$ cat src/rtl/aes_core_scheduler.sv
// aes_core_scheduler: round-robin sharing of one cipher core between NREQ requesters,
// one block in flight, with valid/ready request and response handshakes.
module aes_core_scheduler #(
    parameter int NREQ = 2,
    parameter int NK   = 4,
    localparam int LAT = (NK + 7) * 4 + 4,
    localparam int CW  = $clog2(LAT + 1),
    localparam int PW  = (NREQ > 1) ? $clog2(NREQ) : 1
) (
    input  logic                  clk,
    input  logic                  reset,
    input  logic [NREQ-1:0]       req_valid,
    output logic [NREQ-1:0]       req_ready,
    input  logic [NREQ*128-1:0]   req_state,
    input  logic [NREQ*NK*32-1:0] req_key,
    output logic [NREQ-1:0]       resp_valid,
    input  logic [NREQ-1:0]       resp_ready,
    output logic [127:0]          resp_data,
    output logic                  core_reset,
    output logic                  core_enable,
    output logic [127:0]          core_state_in,
    output logic [NK*32-1:0]      core_key,
    input  logic [127:0]          core_state_out,
    output logic                  busy
);
    localparam logic [2:0] IDLE = 3'd0, CLEAR = 3'd1, RUN = 3'd2, CAPTURE = 3'd3, DONE = 3'd4;
    logic [2:0]       state_q, state_d;
    logic [PW-1:0]    rr_q, rr_d, grant_q, grant_d, win, idx;
    logic [CW-1:0]    cnt_q, cnt_d;
    logic [127:0]     resp_q, resp_d, st_q, st_d;
    logic [NK*32-1:0] key_q, key_d;
    logic             found;

    // scan from farthest to nearest so the requester closest after rr_q wins
    always_comb begin
        win = rr_q;
        idx = rr_q;
        found = 1'b0;
        for (int i = NREQ; i >= 1; i--) begin
            idx = PW'((int'(rr_q) + i) % NREQ);
            if (req_valid[idx]) begin
                win = idx;
                found = 1'b1;
            end
        end
    end

    assign req_ready     = (!reset && state_q == IDLE && found) ? NREQ'(1) << win : '0;
    assign resp_valid    = (!reset && state_q == DONE) ? NREQ'(1) << grant_q : '0;
    assign resp_data     = resp_q;
    assign core_reset    = reset | (state_q == CLEAR);
    assign core_enable   = state_q == RUN;
    assign core_state_in = st_q;
    assign core_key      = key_q;
    assign busy          = state_q != IDLE;

    always_comb begin
        state_d = state_q;
        rr_d = rr_q;
        grant_d = grant_q;
        cnt_d = cnt_q;
        resp_d = resp_q;
        st_d = st_q;
        key_d = key_q;
        case (state_q)
            IDLE: if (found) begin
                st_d = req_state[win*128 +: 128];
                key_d = req_key[win*NK*32 +: NK*32];
                grant_d = win;
                rr_d = win;
                state_d = CLEAR;
            end
            CLEAR: begin
                cnt_d = '0;
                state_d = RUN;
            end
            RUN: begin
                cnt_d = cnt_q + CW'(1);
                state_d = (cnt_q == CW'(LAT - 1)) ? CAPTURE : RUN;
            end
            CAPTURE: begin
                resp_d = core_state_out;
                state_d = DONE;
            end
            DONE: state_d = resp_ready[grant_q] ? IDLE : DONE;
            default: state_d = IDLE;
        endcase
    end

    always_ff @(posedge clk) begin
        if (reset) begin
            state_q <= IDLE;
            rr_q <= PW'(NREQ - 1);
            grant_q <= '0;
            cnt_q <= '0;
            resp_q <= '0;
            st_q <= '0;
            key_q <= '0;
        end else begin
            state_q <= state_d;
            rr_q <= rr_d;
            grant_q <= grant_d;
            cnt_q <= cnt_d;
            resp_q <= resp_d;
            st_q <= st_d;
            key_q <= key_d;
        end
    end
endmodule

$ cat config.mk
export PLATFORM = sky130hd
export DESIGN_NAME = aes_core_scheduler
export DESIGN_NICKNAME = d
export VERILOG_FILES = /design/src/rtl/aes_core_scheduler.sv
export SDC_FILE = /design/constraint.sdc
export NUM_CORES = 1
export LEC_CHECK = 0
export CORE_AREA = 5 5 402 404
export DETAILED_ROUTE_END_ITERATION = 7
export DIE_AREA = 0 0 407 409
export PLACE_DENSITY = 0.44
export SKIP_LAST_GASP = 1
export SYNTH_ARGS = -nofsm -noshare
export SYNTH_HDL_FRONTEND = slang
export SYNTH_SLANG_ARGS = --single-unit
$ cat constraint.sdc
create_clock -name clk -period 2.21 [get_ports clk]
set_clock_uncertainty 0.1 [all_clocks]
set_input_delay 0.442 -clock clk [delete_from_list [all_inputs] [get_ports clk]]
set_output_delay 0.442 -clock clk [all_outputs]
set_load 0.02 [all_outputs]
* Yosys cells after proc, flatten, opt, wreduce, memory -nomap -nowiden
Cells that the tools add are included.
** Operators by class
- $add $sub $neg :: 3
- $lt $le $gt $ge :: 3
- Eq/ne operators :: 6
- Shift-type cells :: 4
- Multiplexer cells :: 17
- Bitwise operators :: 1
- Reduce and logical (&&, ||, !) cells :: 8
** Operator list (number)
- $shiftx A256 B9 Y128 :: 2
- $pmux W3 S5 :: 1
- $pmux W6 S2 :: 1
- $mux W1 :: 11
- $add A6 B1 Y6 const B :: 1
- $eq A3 B2 Y1 const B :: 2
- $eq A6 B6 Y1 const B :: 1
- $lt A1 B2 Y1 const B :: 3
- $mux W3 :: 2
- $mux W2 :: 2
- $shl A1 B1 Y2 const A :: 2
- $eq A3 B1 Y1 const B :: 1
- $eq A3 B3 Y1 const B :: 1
- $logic_and A1 B1 Y1 :: 3
- $logic_not A3 Y1 :: 1
- $reduce_bool A3 Y1 :: 1
- $add A1 B1 Y1 const B :: 2
- $ne A2 B2 Y1 const B :: 1
- $reduce_and A2 Y1 :: 1
- $reduce_bool A2 Y1 :: 1
- $logic_not A1 Y1 :: 1
- $or A1 B1 Y1 :: 1
** Word-level totals
- Register bits after elaboration :: 395
- Bits of input ports :: 646
- Output and inout bits :: 391

* Longest topological paths before layout
Gate-level depths: netlist (run 1).
- Depth after elaboration :: 7
- Depth in mapped cells :: 7
- Gate-level depth less buffers :: 4

* Worst setup path before layout (run 1)
No wires, ideal clock.
- Kind :: input-to-output
- Start point :: in req_valid[1]
- End point :: out req_ready[0]
- Arrival :: 1.886 ns
- Data required time :: 1.668 ns
- Path slack :: -0.218 ns
- Cell stages on the path :: 5
- Buffers on the path :: 2
- Cells stage by stage :: nor2_1 clkbuf_1 clkbuf_1 nor2_1 nor4_1
** On the way
- Cells in the longest elaborated chain, start to end :: 6
- Elaborated cells on any way between the ends :: 11
** RTL lines
- start: declaration :: line 12 : input logic [NREQ-1:0] req_valid,
- $mux W1 (not written as such) (2 in series) :: line 41 : if (req_valid[idx]) begin
- $mux W1 (2 in series) :: line 41
- $shl A1 B1 Y2 or $logic_and A1 B1 Y1 (tied branches) :: line 48 : assign req_ready = (!reset && state_q == IDLE && found) ? NREQ'(1) << win : '0;
- $mux W2 (*) :: line 48
- end: declaration :: line 13 : output logic [NREQ-1:0] req_ready,
Mark *: on every way between the ends. The rest lies on a longest branch, timed or not. The select of a mux whose other input is x is not followed.

* Worst setup path after layout (run 1)
Ends and elaborated chain as after synthesis.

==> results of run 1 <==
power by group:
part	total [mW]	leakage, nW	internal (mW)	switching (mW)
combinational	14.2	8.23	5.60	8.56
sequential	9.75	3.25	8.72	1.03
clock	10.0	1.00	6.11	3.93
final cells by class:
cell class / count / area share
repair buffers: 1187 / 0.363
multi-input cells: 1467 / 0.251
flip-flops and latches: 395 / 0.243
well taps: 2072 / 0.0794
clock buffers: 79 / 0.0514
clock inverters: 24 / 0.0109
diodes: 18 / 0.00138
inverters: 3 / 0.000345
cells in the final DEF (no fill, tap or decap), types with 9 or more instances in the layout:
cell             instances
dfxtp_1                391
a311oi_1               258
buf_12                  58
diode_2                 18
clkinv_2                 9
buf_4                  103
dlygate4sd2_1          310
clkbuf_16               56
clkbuf_8                19
dlymetal6s2s_1          15
o21ai_0                257
nand2_1                257
nand3_1                257
clkdlybuf4s50_1        690
a21oi_1                389
metal layers:
layer,share of wire,track usage,vias up
li1,-,-,9950
met1,0.39,0.172,10800
met2,0.50,0.262,890
met3,0.083,0.0490,194
met4,0.023,0.0383,28
met5,0.0014,0,-
cells by family (layout without fill, tap and decap cells):
kind of cell             count (synthesis)  count (layout)  share of synthesized area
flip-flops                             395             395                      0.461
XOR/XNOR                                 1               1                   0.000511
AND/OR/NAND/NOR                        553             553                      0.146
other                                    0              18                          0
multiplexers                             3               3                    0.00190
adder cells (fa/ha/maj)                  1               1                   0.000730
buffers and inverters                  278            1293                     0.0665
AO/OA/AOI/OAI                          909             909                      0.323
Yosys cell counts:
| library cell | number | area [sq um] |
|---|---|---|
| dfxtp_1 | 395 | 7910 |
| a21oi_1 | 389 | 1950 |
| nand2_1 | 259 | 972 |
| a311oi_1 | 258 | 2260 |
| nand3_1 | 257 | 1290 |
| o21ai_0 | 257 | 1290 |
| clkbuf_1 | 186 | 698 |
| buf_2 | 73 | 365 |
| buf_1 | 14 | 52.6 |
| nor2_1 | 8 | 30.0 |
| nor3b_1 | 4 | 30.0 |
| and3_1 | 3 | 18.8 |
| nand2b_1 | 3 | 18.8 |
| nand4_1 | 3 | 18.8 |
| nor4_1 | 3 | 18.8 |
| or2_2 | 3 | 18.8 |
| a21o_1 | 2 | 15.0 |
| inv_1 | 2 | 7.51 |
| mux2_2 | 2 | 22.5 |
| nand3b_1 | 2 | 15.0 |
| a2111oi_0 | 1 | 8.76 |
| a211oi_1 | 1 | 7.51 |
| and2_0 | 1 | 6.26 |
| and3b_1 | 1 | 8.76 |
| buf_4 | 1 | 7.51 |
| clkbuf_2 | 1 | 5.00 |
| ha_1 | 1 | 12.5 |
| inv_2 | 1 | 3.75 |
| mux2i_1 | 1 | 10.0 |
| nand4b_1 | 1 | 8.76 |
| nor2_2 | 1 | 6.26 |
| nor2b_1 | 1 | 6.26 |
| nor3_1 | 1 | 5.00 |
| nor3_4 | 1 | 16.3 |
| nor3b_4 | 1 | 18.8 |
| o211ai_1 | 1 | 7.51 |
| xnor2_1 | 1 | 8.76 |
critical path, delay by kind of cell:
family | cells | cell delay, ns
buffers and inverters | 4 | 0.91
and+or+nand+nor | 2 | 0.53
flip-flops by register name, indices dropped and copies added (netlist names):
signal / cells
resp_data: 128
cnt_q: 6
grant_q: 1
state_q: 3
rr_q: 1
core_state_in: 128
core_key: 128
per-stage QoR:
step | total power, mW | setup slack, ns | cell area (sq um) | hold WS (ns)
CTS | 34.6 | -0.294 | 32500 | 0.0485
global placement | 25.0 | -0.338 | 30800 | 0.342
global route | 35.8 | -0.300 | 32600 | 0.0847
detailed placement | 25.0 | -0.330 | 30800 | 0.346
floorplan | 16.6 | 0.0939 | 17200 | 0.355
finish | 33.9 | -0.218 | 32700 | 0.119
worst paths after layout:
check	to	slack, ns	depth (start not counted)
max	req_ready[0]	-0.22	6
min	rr_q	0.12	3
max reg2reg	core_state_in[36]	0.28	6
min reg2reg	resp_data[24]	0.35	2
what timing repair did:
action / 4_1_cts / 5_1_grt
gates resized for setup: 336 / 21
hold buffers: 2 / 0
cloned: 0 / 0
pin swaps: 5 / 3
endpoints found under the setup margin: 318 / 23
hold endpoints to repair: 5 / 0
buffers inserted: 6 / 2
==> flow_summary.json, run 1 <==
{
  "maxCapViolations": 0,
  "synth.ff_latch_count": 395,
  "final_global_route_overflow_total": 0,
  "fin_tns_setup_ns": -0.482,
  "setup.worst_path.start_class": "input port",
  "multi_input_comb_area_sq_um": 8190,
  "crit_type": "input port to output port",
  "irDropWorstVdd_uv": 581,
  "antenna_left": 0,
  "count_of_distinct_cell_types_in_the_synthesized_netlist": 37,
  "worst_max_slew_margin_expressed_relative_to_the_limit": 0.415,
  "vias_in_the_first_global_route": 22000,
  "synth.yosys.seq_area_share": 0.461,
  "post-route-worst-setup-slack_ns": -0.218,
  "end_kind": "output port",
  "worst_setup_path_startpoint": "req_valid[1]",
  "status": "complete, but fails checks",
  "cpMostUsedCell": "buf_4",
  "start_util": 0.109,
  "min_path_type": "input port to flip-flop",
  "dp_hpwl_microns": 101000,
  "dieWidth_microns": 407,
  "tritoncts_clock_tree": "yes",
  "total_cts_buffers": 55,
  "min_period_over_period": 1.10,
  "fmaxAchievable_ghz": 0.412,
  "path_max_fanout": 3,
  "antenna_found_initial": 40,
  "port_buffers": 1036,
  "route.detailed.wl_per_inst_microns": 25.1,
  "gp_congestion": 0.833,
  "cp.arrival_ns": 1.89,
  "final_net_count": 3756,
  "fraction_of_the_core_area_covered_by_cells_at_the_end_of_the_flow": 0.207,
  "grt_use_total": 0.149,
  "failed_checks": "setup timing",
  "post-place-cells": 5115,
  "share_of_post_route_cells_with_drive_strength_above_1": 0.0932,
  "finalWorstPathRequiredPeriod_ns": 2.43,
  "route.detailed.vias_per_inst": 4.16,
  "chipHeight_microns": 409,
  "syn_area_per_cell_sq_um": 8.01,
  "max_slew.worst_pin.slew_ns": 0.877,
  "worst_hold_startpoint": "reset",
  "worst-endpoint-required_ns": 1.67,
  "total_leakage_power_nw": 12.5,
  "final-hold-violation-count": 0,
  "slew_viol_final": 0,
  "setup-violations-final": 6,
  "firstDrtPassIters": 5,
  "grt_pass1_wl_microns": 178000,
  "layout.filler_cells": 17600,
  "clk_latency_ns": 0.65,
  "synth-warning-count": 0,
  "critical_path.reg2reg.startpoint": "state_q[2]",
  "cts_root_buf": "clkbuf_16",
  "timing.critical_path.cells": "clkdlybuf4s50_1 -> buf_4 -> nor2_2 -> buf_4 -> nor4_4 -> buf_12",
  "overall_via_count_from_detail_route": 21800,
  "cts_max_level": 2,
  "layoutNonFillerInstCount": 5245,
  "mappedNetlistArea_sq_um": 17100,
  "critical-path-slowest-cell": "nor4_4",
  "die_area_sq_um": 166000,
  "cts_num_sinks": 395,
  "area_growth_syn_to_layout_pct": 90.6,
  "drc_violation_count_after_routing": 0,
  "unrepaired_setup_endpoints_after_global_routing": "yes",
  "drt-total-wl_microns": 132000,
  "number_of_standard_cells_after_synthesis": 2140,
  "largest_net_degree_at_the_start_of_global_routing": 130,
  "placement_rows": 146,
  "ctsLongestPathBuffers": 3,
  "crit_path_max_incr_delay_ns": 0.47,
  "clk_transition_reported_paths_ns": 0.06,
  "final-seq-area_sq_um": 7920,
  "first_iter_violations": 1635,
  "ioPinCount": 1037,
  "mappedNetlistNets": 2787,
  "power_per_cell_area_nw_per_um2": 1040,
  "design.core.area_sq_um": 157000
}
Power figures use the tool's default switching activity.
==> run 2, diff against run 1 <==
CORE_AREA = 2 2 399 401   (was 5 5 402 404)
DIE_AREA = 0 0 401 403   (was 0 0 407 409)
GPL_TIMING_DRIVEN = 0   (was not set)
==> flow_summary.json, run 2 (synthesized netlist as in run 1, its figures left out) <==
{
  "most_common_library_cell_in_the_layout_ignoring_fill_and_taps": "clkdlybuf4s50_1",
  "power.share.combinational": 0.432,
  "preCtsSetupSlack_ns": -3.07,
  "share_of_post_route_cells_with_drive_strength_above_1": 0.0837,
  "clk_transition_reported_paths_ns": 0.06,
  "gp_congestion": 0.918,
  "cp.arrival_ns": 1.98,
  "power_per_cell_area_nw_per_um2": 1040,
  "cts_num_sinks": 395,
  "chipHeight_microns": 403,
  "overall_via_count_from_detail_route": 22500,
  "route.detailed.wl_per_inst_microns": 27.3,
  "antenna_left": 0,
  "final-seq-area_sq_um": 7910,
  "largest_net_degree_at_the_start_of_global_routing": 16,
  "dp_hpwl_microns": 119000,
  "antenna_found_initial": 56,
  "grt_pass1_wl_microns": 194000,
  "tritoncts_clock_tree": "yes",
  "area_growth_syn_to_layout_pct": 95.0,
  "worst-endpoint-required_ns": 1.67,
  "drc_violation_count_after_routing": 0,
  "clkPwrFrac": 0.288,
  "pwr-share-seq": 0.280,
  "vias_in_the_first_global_route": 22100,
  "total_cts_buffers": 55,
  "drt-total-wl_microns": 147000,
  "design.core.area_sq_um": 157000,
  "cts_root_buf": "clkbuf_16",
  "final-hold-violation-count": 0,
  "maxCapViolations": 0,
  "setup-violations-final": 237,
  "multi_input_comb_area_sq_um": 8180,
  "min_path_type": "input port to flip-flop",
  "ctsLongestPathBuffers": 3,
  "firstDrtPassIters": 5,
  "layout_common_cells": "clkdlybuf4s50_1, dfxtp_1, a21oi_1",
  "total_leakage_power_nw": 15.5,
  "swShare": 0.405,
  "finalWorstPathRequiredPeriod_ns": 2.52,
  "route.detailed.vias_per_inst": 4.18,
  "clk_latency_ns": 0.65,
  "status": "complete, but fails checks",
  "grt_use_total": 0.173,
  "int_power_mw": 20.7,
  "ioPinCount": 1037,
  "die_area_sq_um": 162000,
  "crit_type": "flip-flop to output port",
  "critical-path-slowest-cell": "dfxtp_4",
  "worst_max_slew_margin_expressed_relative_to_the_limit": 0.175,
  "end_kind": "output port",
  "placement_rows": 146,
  "min_period_over_period": 1.14,
  "post-route-worst-setup-slack_ns": -0.314,
  "hold_buffers": 0,
  "setup.worst_path.start_class": "flip-flop",
  "fraction_of_the_core_area_covered_by_cells_at_the_end_of_the_flow": 0.212,
  "layout.filler_cells": 17600,
  "fin_total_pwr_mw": 34.8,
  "critical_path.n_buffers_inverters": 4,
  "final_global_route_overflow_total": 0,
  "final_net_count": 3902,
  "critical_path.top_delay_family": "buffers and inverters",
  "worst_setup_path_startpoint": "rr_q",
  "port_buffers": 1035,
  "failed_checks": "setup timing",
  "crit_path_max_incr_delay_ns": 0.38,
  "slew_viol_final": 0,
  "power_switching_mw": 14.1,
  "worst_hold_startpoint": "core_state_out[71]",
  "max_slew.worst_pin.slew_ns": 1.24,
  "dieWidth_microns": 401,
  "irDropWorstVdd_uv": 538,
  "path_max_fanout": 5,
  "first_iter_violations": 1870,
  "start_util": 0.109,
  "cts_max_level": 2,
  "timing.critical_path.cells": "nor2_4 -> buf_12 -> clkbuf_16 -> clkbuf_16 -> nor2_4 -> nor4_4 -> buf_6",
  "unrepaired_setup_endpoints_after_global_routing": "yes",
  "fmaxAchievable_ghz": 0.396,
  "critical_path.reg2reg.startpoint": "rr_q"
}
==> run 2: layout make-up <==
cell class,count,share of cell area
timing repair buffer,1058,0.338
clock buffer,79,0.0487
buffer,275,0.0414
clock inverter,22,0.0109
antenna,24,0.00180
sequential,395,0.237
inverter,3,0.000337
tap,2072,0.0776
multi-input combinational,1467,0.245
==> run 2: metrics by stage <==
stage | TNS [ns] | instances | hold slack (ns) | instance area (sq um)
6_report | -27.50 | 5395 | 0.233 | 33400
5_1_grt | -53.00 | 5383 | 0.206 | 33400
4_1_cts | -68.24 | 5359 | 0.171 | 32400
3_5_place_dp | -473.44 | 5247 | 0.347 | 30100
3_3_place_gp | -491.58 | 5247 | 0.347 | 30100
2_1_floorplan | 0 | 2140 | 0.355 | 17200
==> run 2: routing by layer <==
layer | GRT usage | share of wire | up-vias
met1 | 0.207 | 0.40 | 11000
met3 | 0.0522 | 0.084 | 219
met5 | 0 | 0.0012 | -
li1 | - | - | 10300
met2 | 0.297 | 0.48 | 1031
met4 | 0.0460 | 0.033 | 28
==> run 2: final timing paths <==
path / end / slack [ns] / cells after the start
setup / recovery: req_ready[0] / -0.31 / 7
hold / removal: resp_data[71] / 0.23 / 3
setup reg to reg: core_key[92] / -0.26 / 5
hold reg to reg: resp_data[20] / 0.35 / 2
==> run 2: power by group through the flow <==
stage | clock network (mW) | logic (mW) | registers [mW]
after CTS | 10.3 | 15.2 | 9.76
after global routing | 10.5 | 16.0 | 9.89
final | 10.0 | 15.0 | 9.73
after detailed placement | 0 | 14.8 | 9.86
after floorplan | 0 | 5.07 | 11.5
after global placement | 0 | 14.8 | 9.88
==> run 2: worst reg2reg max path: stages (launching register included) <==
cell      delay, ns
dfxtp_4        0.38
nand2_1        0.47
clkbuf_4       0.48
clkbuf_1       0.51
nand3_1        0.14
a311oi_1       0.29
==> run 2: repair_timing <==
item                                    4_1_cts  5_1_grt
setup buffers                                11       12
pin swaps                                     6        3
gates resized for setup                     120      387
cloned                                        0        0
endpoints found under the setup margin      654      573
==> run 3, diff against run 2 <==
CORE_AREA = 2 2 405 407   (was 2 2 399 401)
CTS_BUF_LIST = sky130_fd_sc_hd__clkbuf_2   (was not set)
CTS_CLUSTER_DIAMETER = 80   (was not set)
DIE_AREA = 0 0 407 409   (was 0 0 401 403)
PLACE_DENSITY = 0.43   (was 0.44)
==> flow_summary.json, run 3 <==
{
  "status": "did not finish",
  "stop_stage": "clock tree synthesis (4_1_cts)",
  "tool.error": "[ERROR RSZ-0060] Max buffer count reached.",
  "mappedNetlistArea_sq_um": 17100,
  "synthTopCellsByArea": "dfxtp_1, a311oi_1, a21oi_1",
  "number_of_standard_cells_after_synthesis": 2140,
  "synth-warning-count": 0,
  "total_cts_buffers": 132,
  "start_util": 0.106,
  "placement_rows": 148,
  "fraction_of_registers_with_async_set_or_reset_after_synthesis": 0,
  "netlist.top_cell.by_area": "dfxtp_1",
  "synth_most_common_cell": "dfxtp_1",
  "cts_max_level": 4,
  "port_buffers": 1035,
  "dominantRegCellSynth": "dfxtp_1",
  "synth_compound_gate_area_share": 0.323,
  "syn_area_per_cell_sq_um": 8.01,
  "yosys-mux-area-fraction": 0.00190,
  "synth_top_area_frac": 0.461,
  "hold_buffers": 1126,
  "cts_setup_buffers": 61,
  "cts_root_buf": "clkbuf_2",
  "gp_congestion": 0.886,
  "synth-adder-area-share": 0.000730,
  "synth.yosys.seq_area_share": 0.461,
  "synth_edf_count": 0,
  "cts_repair_resize_count": 3039,
  "ioPinCount": 1037,
  "ctsLongestPathBuffers": 3,
  "synth_top_family_by_area": "compound AO/OA/AOI/OAI gates",
  "dp_hpwl_microns": 119000,
  "synth_simple_gate_area_share": 0.146,
  "synth.ff_latch_count": 395,
  "post_synth_xor_area_fraction": 0.000511,
  "synth.top_cells.by_count": "dfxtp_1, a21oi_1, nand2_1",
  "dieWidth_microns": 407,
  "chipHeight_microns": 409,
  "cts_num_sinks": 395,
  "mappedNetlistNets": 2787,
  "count_of_distinct_cell_types_in_the_synthesized_netlist": 37
}
==> run 3: kinds of logic after synthesis <==
group                    count (synthesis)
AO/OA/AOI/OAI                          909
XOR/XNOR                                 1
adder cells (fa/ha/maj)                  1
buffers and inverters                  278
flip-flops                             395
multiplexers                             3
AND/OR/NAND/NOR                        553
==> run 3: stage by stage <==
stage,setup WS [ns],std cells,area [sq um]
2_1_floorplan,0.0939,2140,17200
3_3_place_gp,-2.90,5350,30200
3_5_place_dp,-2.91,5351,30300
==> run 4, diff against run 3 <==
CORE_AREA = 2 2 403 405   (was 2 2 405 407)
CTS_BUF_LIST = not set   (was sky130_fd_sc_hd__clkbuf_2)
CTS_CLUSTER_DIAMETER = not set   (was 80)
DIE_AREA = 0 0 405 407   (was 0 0 407 409)
PLACE_DENSITY = not set   (was 0.43)
PLACE_DENSITY_LB_ADDON = 0.15   (was not set)
==> flow_summary.json, run 4 (synthesized netlist as in run 1, its figures left out) <==
{
  "antenna_found_initial": 61,
  "start_util": 0.107,
  "clk_transition_reported_paths_ns": 0.06,
  "worst_max_slew_margin_expressed_relative_to_the_limit": 0.184,
  "finish.instance_area_sq_um": 32400,
  "critical_path.reg2reg.startpoint": "rr_q",
  "unrepaired_setup_endpoints_after_global_routing": "yes",
  "grt_pass1_wl_microns": 196000,
  "finalWorstPathRequiredPeriod_ns": 2.66,
  "port_buffers": 1035,
  "fin_tns_setup_ns": -0.795,
  "placement_rows": 147,
  "cp.arrival_ns": 2.12,
  "crit_type": "flip-flop to output port",
  "antenna_left": 0,
  "die_area_sq_um": 165000,
  "worst-endpoint-required_ns": 1.67,
  "ioPinCount": 1037,
  "pwr-share-seq": 0.287,
  "dp_hpwl_microns": 119000,
  "status": "complete, but fails checks",
  "total_leakage_power_nw": 12.5,
  "irDropWorstVdd_uv": 559,
  "route.detailed.wl_per_inst_microns": 27.1,
  "power_switching_mw": 14.1,
  "fmaxAchievable_ghz": 0.376,
  "final-hold-violation-count": 0,
  "final_global_route_overflow_total": 0,
  "power.share.combinational": 0.428,
  "setup.worst_path.start_class": "flip-flop",
  "final_net_count": 3894,
  "share_of_post_route_cells_with_drive_strength_above_1": 0.0957,
  "tritoncts_clock_tree": "yes",
  "failed_checks": "setup timing",
  "route.detailed.vias_per_inst": 4.10,
  "setup-violations-final": 5,
  "min_path_type": "input port to flip-flop",
  "path_max_fanout": 6,
  "swShare": 0.417,
  "chipHeight_microns": 407,
  "dieWidth_microns": 405,
  "overall_via_count_from_detail_route": 22500,
  "drc_violation_count_after_routing": 0,
  "gp_congestion": 0.899,
  "area_growth_syn_to_layout_pct": 88.9,
  "placedInstanceArea_sq_um": 30200,
  "firstDrtPassIters": 7,
  "design.core.area_sq_um": 160000,
  "post-route-worst-setup-slack_ns": -0.449,
  "cts_root_buf": "clkbuf_16",
  "r2r_setup_slack_ns": -0.03,
  "power_per_cell_area_nw_per_um2": 1050,
  "most_common_library_cell_in_the_layout_ignoring_fill_and_taps": "clkdlybuf4s50_1",
  "total_cts_buffers": 56,
  "clk_latency_ns": 0.64,
  "cts_num_sinks": 395,
  "layout_common_cells": "clkdlybuf4s50_1, dfxtp_1, a21oi_1",
  "worst_setup_path_startpoint": "rr_q",
  "fraction_of_the_core_area_covered_by_cells_at_the_end_of_the_flow": 0.202,
  "min_period_over_period": 1.20,
  "end_kind": "output port",
  "int_power_mw": 19.8,
  "preCtsSetupSlack_ns": -2.77,
  "fin_total_pwr_mw": 33.9,
  "vias_in_the_first_global_route": 22400,
  "first_iter_violations": 1416,
  "clkPwrFrac": 0.285,
  "maxCapViolations": 0,
  "ctsLongestPathBuffers": 3,
  "worst_hold_startpoint": "core_state_out[14]",
  "drt-total-wl_microns": 148000,
  "grt_use_total": 0.170,
  "slew_viol_final": 0,
  "largest_net_degree_at_the_start_of_global_routing": 20,
  "cts_max_level": 2,
  "max_slew.worst_pin.slew_ns": 1.22
}
-- run 4: area by class of cell --
class	instances	area, sq um
well taps	2160	2700
repair buffers	1053	10100
multi-input cells	1467	8170
flip-flops and latches	395	7920
clock buffers	86	1650
diodes	30	75.1
plain buffers	271	1460
clock inverters	16	240
inverters	3	13.8
fillers	18000	128000
-- run 4: metrics by stage --
step / std cells / hold WS, ns
after floorplan: 2140 / 0.355
after global placement: 5335 / 0.344
after detailed placement: 5335 / 0.346
after CTS: 5448 / 0.160
after global routing: 5467 / 0.205
final: 5481 / 0.248
-- run 4: worst paths after layout --
| path | endpoint | cells after the start |
|---|---|---|
| worst max-delay path | req_ready[0] | 6 |
| worst min-delay path | resp_data[14] | 3 |
| worst max register to register | core_state_in[98] | 7 |
| worst min register to register | resp_data[16] | 2 |
-- run 4: repair_timing --
| action | 4_1_cts | 5_1_grt |
|---|---|---|
| resized for setup | 522 | 130 |
| setup buffers | 14 | 5 |
| endpoints found under the setup margin | 697 | 208 |
| pin swaps | 9 | 5 |
| hold buffers | 0 | 0 |
-- run 4: worst max-delay path: stages, from the launching register on --
cell and delay, ns:
dfxtp_4 0.38, nor2_4 0.16, clkbuf_16 0.17, clkbuf_16 0.13
nor2_4 0.04, nor4_4 0.36, buf_4 0.24
-- run 4: layer usage --
| metal | share of wire | track usage |
|---|---|---|
| met5 | 0.0014 | 0 |
| met4 | 0.024 | 0.0502 |
| met3 | 0.090 | 0.0556 |
| met2 | 0.48 | 0.285 |
| met1 | 0.41 | 0.207 |
-- run 4: power by group through the flow --
stage / Combinational, mW / Sequential, mW / Clock, mW
2_1_floorplan: 5.07 / 11.5 / 0
3_3_place_gp: 15.1 / 9.91 / 0
3_5_place_dp: 15.0 / 9.89 / 0
4_1_cts: 14.5 / 9.76 / 10.1
5_1_grt: 15.5 / 9.92 / 10.3
6_report: 14.5 / 9.74 / 9.68
